### src/rtl/tx_pkg.sv
// Shared constants for the QPSK transmit source: symbol amplitude, PRBS9 seeds and taps,
// accumulator sizing and the root-raised-cosine taps.
package tx_pkg;

    localparam int COEF_WIDTH = 16;
    localparam int COEF_FRAC  = 15;
    localparam int ACC_GUARD  = 5;
    localparam int ACC_WIDTH  = 2 * COEF_WIDTH + ACC_GUARD;
    localparam int RRC_LEN    = 17;

    localparam logic signed [15:0] AMP = 16'sd16384;

    typedef logic [8:0] prbs9_t;

    localparam prbs9_t SEED_I     = 9'h1FF;
    localparam prbs9_t SEED_Q     = 9'h1AA;
    localparam int     PRBS_TAP_A = 8;
    localparam int     PRBS_TAP_B = 4;

    // RRC, rolloff 0.5, 4 samples/symbol, span 4 symbols; peak at the centre tap
    localparam logic signed [COEF_WIDTH-1:0] RRC_COEF [0:RRC_LEN-1] = '{
        16'sd612,    16'sd223,    -16'sd1081,  -16'sd2261,
        -16'sd1529,  16'sd2261,   16'sd8341,   16'sd14047,
        16'sd16384,
        16'sd14047,  16'sd8341,   16'sd2261,   -16'sd1529,
        -16'sd2261,  -16'sd1081,  16'sd223,    16'sd612
    };

    function automatic prbs9_t prbs9_next(input prbs9_t s);
        return {s[7:0], s[PRBS_TAP_A] ^ s[PRBS_TAP_B]};
    endfunction

endpackage

### src/rtl/tx_rrc_fir.sv
// Direct-form RRC FIR: output register holds the sum over the current input and the
// delay line, rounded half-up to the sample width and saturated.
module tx_rrc_fir
    import tx_pkg::*;
#(
    parameter int DATA_WIDTH = 16,
    parameter int NTAPS      = RRC_LEN
) (
    input  logic                         clk,
    input  logic                         rst,
    input  logic                         en,
    input  logic signed [DATA_WIDTH-1:0] x_in,
    output logic signed [DATA_WIDTH-1:0] y_out
);

    localparam int PROD_W = DATA_WIDTH + COEF_WIDTH;
    localparam int ACC_W  = ACC_WIDTH - 2 * COEF_WIDTH + PROD_W;

    localparam logic signed [ACC_W-1:0] RND_HALF = ACC_W'(1) <<< (COEF_FRAC - 1);
    localparam logic signed [ACC_W-1:0] Y_MAX    = (ACC_W'(1) <<< (DATA_WIDTH - 1)) - ACC_W'(1);
    localparam logic signed [ACC_W-1:0] Y_MIN    = ~Y_MAX;

    logic signed [DATA_WIDTH-1:0] dly_q [NTAPS-1];
    logic signed [DATA_WIDTH-1:0] tap   [NTAPS];
    logic signed [ACC_W-1:0]      acc;
    logic signed [ACC_W-1:0]      acc_rnd;
    logic signed [ACC_W-1:0]      acc_sh;
    logic signed [DATA_WIDTH-1:0] y_d;
    logic signed [DATA_WIDTH-1:0] y_q;

    // tap 0 is the sample arriving this edge, so it contributes with no latency
    always_comb begin
        tap[0] = x_in;
        for (int k = 1; k < NTAPS; k++) begin
            tap[k] = dly_q[k-1];
        end
    end

    always_comb begin
        acc = '0;
        for (int k = 0; k < NTAPS; k++) begin
            acc = acc + ACC_W'(PROD_W'(tap[k]) * PROD_W'(RRC_COEF[k]));
        end
        acc_rnd = acc + RND_HALF;
        acc_sh  = acc_rnd >>> COEF_FRAC;
        if (acc_sh > Y_MAX) begin
            y_d = {1'b0, {(DATA_WIDTH-1){1'b1}}};
        end else if (acc_sh < Y_MIN) begin
            y_d = {1'b1, {(DATA_WIDTH-1){1'b0}}};
        end else begin
            y_d = acc_sh[DATA_WIDTH-1:0];
        end
    end

    always_ff @(posedge clk or posedge rst) begin
        if (rst) begin
            for (int k = 0; k < NTAPS - 1; k++) begin
                dly_q[k] <= '0;
            end
            y_q <= '0;
        end else if (en) begin
            dly_q[0] <= x_in;
            for (int k = 1; k < NTAPS - 1; k++) begin
                dly_q[k] <= dly_q[k-1];
            end
            y_q <= y_d;
        end
    end

    assign y_out = y_q;

endmodule

### src/rtl/tx_top_qpsk.sv
// QPSK baseband source: per-branch PRBS9, bit-to-amplitude mapping, zero-stuffing by the
// oversampling phase and RRC shaping, one I/Q sample per enabled clock.
module tx_top_qpsk
    import tx_pkg::*;
#(
    parameter int DATA_WIDTH = 16,
    parameter int OS         = 4,
    parameter int NTAPS      = RRC_LEN
) (
    input  logic                         clk,
    input  logic                         rst,
    input  logic                         en,
    output logic signed [DATA_WIDTH-1:0] tx_i,
    output logic signed [DATA_WIDTH-1:0] tx_q
);

    localparam int PH_W = (OS > 1) ? $clog2(OS) : 1;
    localparam logic signed [DATA_WIDTH-1:0] AMP_S = DATA_WIDTH'(AMP);

    logic [PH_W-1:0]              phase_q;
    logic [PH_W-1:0]              phase_d;
    prbs9_t                       prbs_i_q;
    prbs9_t                       prbs_i_d;
    prbs9_t                       prbs_q_q;
    prbs9_t                       prbs_q_d;
    logic                         sym_start;
    logic signed [DATA_WIDTH-1:0] x_i;
    logic signed [DATA_WIDTH-1:0] x_q;

    function automatic logic signed [DATA_WIDTH-1:0] map_bit(input logic b);
        return b ? -AMP_S : AMP_S;
    endfunction

    always_comb begin
        sym_start = (phase_q == '0);
        phase_d   = phase_q;
        prbs_i_d  = prbs_i_q;
        prbs_q_d  = prbs_q_q;
        x_i       = '0;
        x_q       = '0;
        if (en) begin
            phase_d = (phase_q == PH_W'(OS - 1)) ? '0 : phase_q + PH_W'(1);
            if (sym_start) begin
                prbs_i_d = prbs9_next(prbs_i_q);
                prbs_q_d = prbs9_next(prbs_q_q);
            end
        end
        // the emitted bit is the pre-advance MSB, only on the symbol phase
        if (sym_start) begin
            x_i = map_bit(prbs_i_q[PRBS_TAP_A]);
            x_q = map_bit(prbs_q_q[PRBS_TAP_A]);
        end
    end

    always_ff @(posedge clk or posedge rst) begin
        if (rst) begin
            phase_q  <= '0;
            prbs_i_q <= SEED_I;
            prbs_q_q <= SEED_Q;
        end else begin
            phase_q  <= phase_d;
            prbs_i_q <= prbs_i_d;
            prbs_q_q <= prbs_q_d;
        end
    end

    tx_rrc_fir #(
        .DATA_WIDTH (DATA_WIDTH),
        .NTAPS      (NTAPS)
    ) u_fir_i (
        .clk   (clk),
        .rst   (rst),
        .en    (en),
        .x_in  (x_i),
        .y_out (tx_i)
    );

    tx_rrc_fir #(
        .DATA_WIDTH (DATA_WIDTH),
        .NTAPS      (NTAPS)
    ) u_fir_q (
        .clk   (clk),
        .rst   (rst),
        .en    (en),
        .x_in  (x_q),
        .y_out (tx_q)
    );

endmodule

### config.mk
export PLATFORM = sky130hd
export DESIGN_NAME = tx_top_qpsk
export DESIGN_NICKNAME = d
export VERILOG_FILES = /design/src/rtl/tx_pkg.sv /design/src/rtl/tx_rrc_fir.sv /design/src/rtl/tx_top_qpsk.sv
export SDC_FILE = /design/constraint.sdc
export NUM_CORES = 2
export LEC_CHECK = 0
export ABC_CLOCK_PERIOD_IN_PS = 7290
export CORE_ASPECT_RATIO = 2
export CORE_MARGIN = 3
export CORE_UTILIZATION = 60
export DETAILED_ROUTE_END_ITERATION = 10
export PLACE_DENSITY = 0.8
export SLEW_MARGIN = 20
export SYNTH_ARGS = -nofsm -noshare
export SYNTH_HDL_FRONTEND = slang
export SYNTH_SLANG_ARGS = --single-unit
export TNS_END_PERCENT = 5
### constraint.sdc
create_clock -name clk -period 7.29 [get_ports clk]
set_clock_uncertainty 0.2 [all_clocks]
set_input_delay 1.0935 -clock clk [delete_from_list [all_inputs] [get_ports clk]]
set_output_delay 1.0935 -clock clk [all_outputs]
set_load 0.02 [all_outputs]
==> impl_metrics.csv <==
group,metric,value,unit
outcome,status,"finished with violations",
outcome,failed_checks,"setup timing",
timing,slew_headroom,0.321,
global_routing,overflow,0,
die,core,33200,um^2
finish,nNetsFinal,2949,
die,start_util,0.612,
setup_path,crit_chain,"buf_4 -> ha_1 -> ha_1 -> a32oi_1 -> nor2_1 -> xnor2_2 -> fa_2 -> buf_4 -> fa_2 -> buf_4 -> fa_1 -> buf_4 -> fa_1 -> fa_1 -> fa_1 -> inv_1 -> ha_4 -> inv_1 -> or3_1 -> or2_2 -> or4_4 -> nand4_4 -> nor2_4 -> a221o_1",
die,fp.dieArea,36200,um^2
timing,max_freq,130,MHz
clock_tree,cts_hold_buf,0,
timing,min_period_over_period,1.06,
synthesis,ys_async_sr_fraction,1.00,
route,wire_per_inst,22.0,um
global_routing,grt_max_degree,79,
route,final_antenna_net_count,0,
clock_tree,cts_tree,"built",
clock_tree,clock_sinks,100,
finish,fill_cells,2435,
placed_design,place_inst,2687,
finish,utilization,0.725,
run,cap_violations,0,
clock_tree,ctsLongestPathBuffers,2,
setup_path,worstPathRequired,7.37,ns
timing,hold_viol_final,0,
synthesis,netlist_area,20300,um^2
clock_tree,cts_root_buf,"clkbuf_16",
die,io_pins,35,
timing,fin_crit,7.72,ns
die,rows,94,
synthesis,synth_nets,2649,
setup_path,arrival,7.80,ns
global_routing,grt_first_pass_wirelength,93.4,mm
finish,drive_above_1_share,0.190,
finish,antenna_cells,0,
synthesis,ys_ff_latch,100,
die,fp.dieH,266,um
synthesis,yosys_warnings,0,
finish,syn2layout_area_growth,18.5,%
timing,setup_viol,30,
synthesis,synth.distinct_cells,76,
die,die_w,136,um
timing,rsz0062_at_grt,"yes",
setup_path,critical_path_class,"reg2reg",
setup_path,end_kind,"register",
synthesis,syn_area_per_cell,10.3,um^2
clock_tree,cts_buffers,9,
synthesis,synth_edf_count,0,
setup_path,cpPeakStageDelay,0.60,ns
clock_tree,path_clk_slew,0.09,ns
placed_design,finalWeightedCongestion,1.08,
synthesis,synth-main-ff-cell,"dfrtp_1",
finish,instances_no_fill,2705,
hold_path,hp-class,"reg2reg",
clock_tree,clk_latency,0.39,ns
finish,design_area,24000,um^2
route,routed_via_density,5.41,
placed_design,dpl-instance-area,23500,um^2
global_routing,grt_pass1_vias,17400,
setup_path,critPathMaxFanout,7,
placed_design,dp_hpwl,52.2,mm
synthesis,syn_inst,1968,
setup_path,ff2ff_setup_slack,-0.43,ns
setup_path,critPathBufInv,6,
global_routing,grt.total_usage,0.353,
timing,drv_slew,0,
global_routing,antenna_found_initial,0,
route,drc,0,
route,routed_wl,59.6,mm
synthesis,ys_seq_area_frac,0.124,
setup_path,cpMaxStageDelayCell,"fa_2",
placed_design,portBuffers,34,
setup_path,cp-start-kind,"register",
timing,setup_tns,-11.36,ns
clock_tree,ctsHtreeMaxLevel,3,
timing,worstMarginPinSlew,1.02,ns
route,drtPass1Iterations,5,
route,dr.first_iter.drc_count,598,
timing,setup_slack,-0.427,ns
route,vias,14600,
setup_path,cp_top_family,"adder cells",
timing repair:
item | in CTS | in global routing
setup buffers | 0 | 1
endpoints found under the setup margin | 31 | 32
pin swaps | 12 | 15
resized for setup | 15 | 21
cloned | 0 | 1
tightest hold or removal path, stage by stage, from the launching register on:
cell     delay, ns
dfstp_2       0.38
nand2_1       0.04
o21ai_0       0.07
layout make-up:
| type | count | area (um^2) | area share |
|---|---|---|---|
| clock buffers | 9 | 225 | 0.00937 |
| well taps | 432 | 541 | 0.0225 |
| clock inverters | 7 | 86.3 | 0.00359 |
| repair buffers | 314 | 2500 | 0.104 |
| multi-input cells | 1217 | 15800 | 0.658 |
| flip-flops and latches | 100 | 2520 | 0.105 |
| inverters | 626 | 2360 | 0.0980 |
flip-flops by register name, indices dropped and copies added, names as in the netlist:
name / count
phase_q: 2
prbs_i_q: 9
prbs_q_q: 9
u_fir_i.dly_q: 32
u_fir_i.y_out: 16
u_fir_q.dly_q: 16
u_fir_q.y_out: 16
path summary, 6_finish.rpt:
| kind | startpoint | end | cells after the start |
|---|---|---|---|
| min in group asynchronous | rst | prbs_q_q[2]$_DFFE_PP0P_ | 2 |
| max | u_fir_i.dly_q[14]$_DFFE_PP0P_ | u_fir_q.y_out[0]$_DFFE_PP0P_ | 24 |
| min reg2reg | prbs_i_q[0]$_DFFE_PP1P_ | prbs_i_q[0]$_DFFE_PP1P_ | 2 |
| max reg2reg | u_fir_i.dly_q[14]$_DFFE_PP0P_ | u_fir_q.y_out[0]$_DFFE_PP0P_ | 24 |
| min | prbs_i_q[0]$_DFFE_PP1P_ | prbs_i_q[0]$_DFFE_PP1P_ | 2 |
| max in group asynchronous | rst | u_fir_i.dly_q[94]$_DFFE_PP0P_ | 3 |
through the flow:
| step | setup WS (ns) | hold WS, ns |
|---|---|---|
| 3_5_place_dp | -0.547 | 0.284 |
| 4_1_cts | -0.440 | 0.293 |
| 6_report | -0.427 | 0.290 |
| 3_3_place_gp | -0.396 | 0.268 |
| 2_1_floorplan | -0.0277 | 0.246 |
| 5_1_grt | -0.729 | 0.313 |
per-layer routing:
layer / global-route usage / routed length, um / part of all wire
met5: 0 / 0 / 0
met4: 0.357 / 8140 / 0.14
met3: 0.0423 / 1500 / 0.025
met2: 0.657 / 33100 / 0.56
met1: 0.302 / 16900 / 0.28
cell families after synthesis:
logic type | Yosys count | synth area share
adder cells (fa/ha/maj) | 678 | 0.582
XOR/XNOR | 59 | 0.0255
flip-flops | 100 | 0.124
buffers and inverters | 652 | 0.121
multiplexers | 23 | 0.0126
AO/OA/AOI/OAI | 246 | 0.0817
AND/OR/NAND/NOR | 210 | 0.0527
cell usage after synthesis, drive strengths merged, types with 9 or more instances:
master / n / area (um^2)
nor3: 15 / 75.1
inv: 626 / 2350
xor2: 19 / 166
ha: 234 / 2930
or2: 11 / 68.8
o21ai: 94 / 474
a22o: 14 / 123
xnor2: 40 / 350
a21oi: 41 / 216
nor2b: 10 / 70.1
dfrtp: 86 / 2150
clkbuf: 22 / 82.6
a211oi: 9 / 77.6
nand2: 72 / 270
dfstp: 14 / 368
nor2: 43 / 169
fa: 444 / 8890
mux2: 20 / 225
nand2b: 10 / 62.6
and3: 9 / 56.3
a221o: 14 / 140
a21o: 12 / 90.1
o21a: 11 / 82.6
o211ai: 9 / 72.6
placed cells by master, fill, tap and decap left out, types with 35 or more instances in the layout:
master	instances
buf_4	275
o21ai_0	84
inv_1	619
ha_1	212
a21oi_1	36
nor2_1	40
dfrtp_1	82
xnor2_1	35
nand2_1	72
fa_1	434
Power is not shown: default switching activity piles up to over one toggle a cycle in this logic, so the estimate is an artifact.
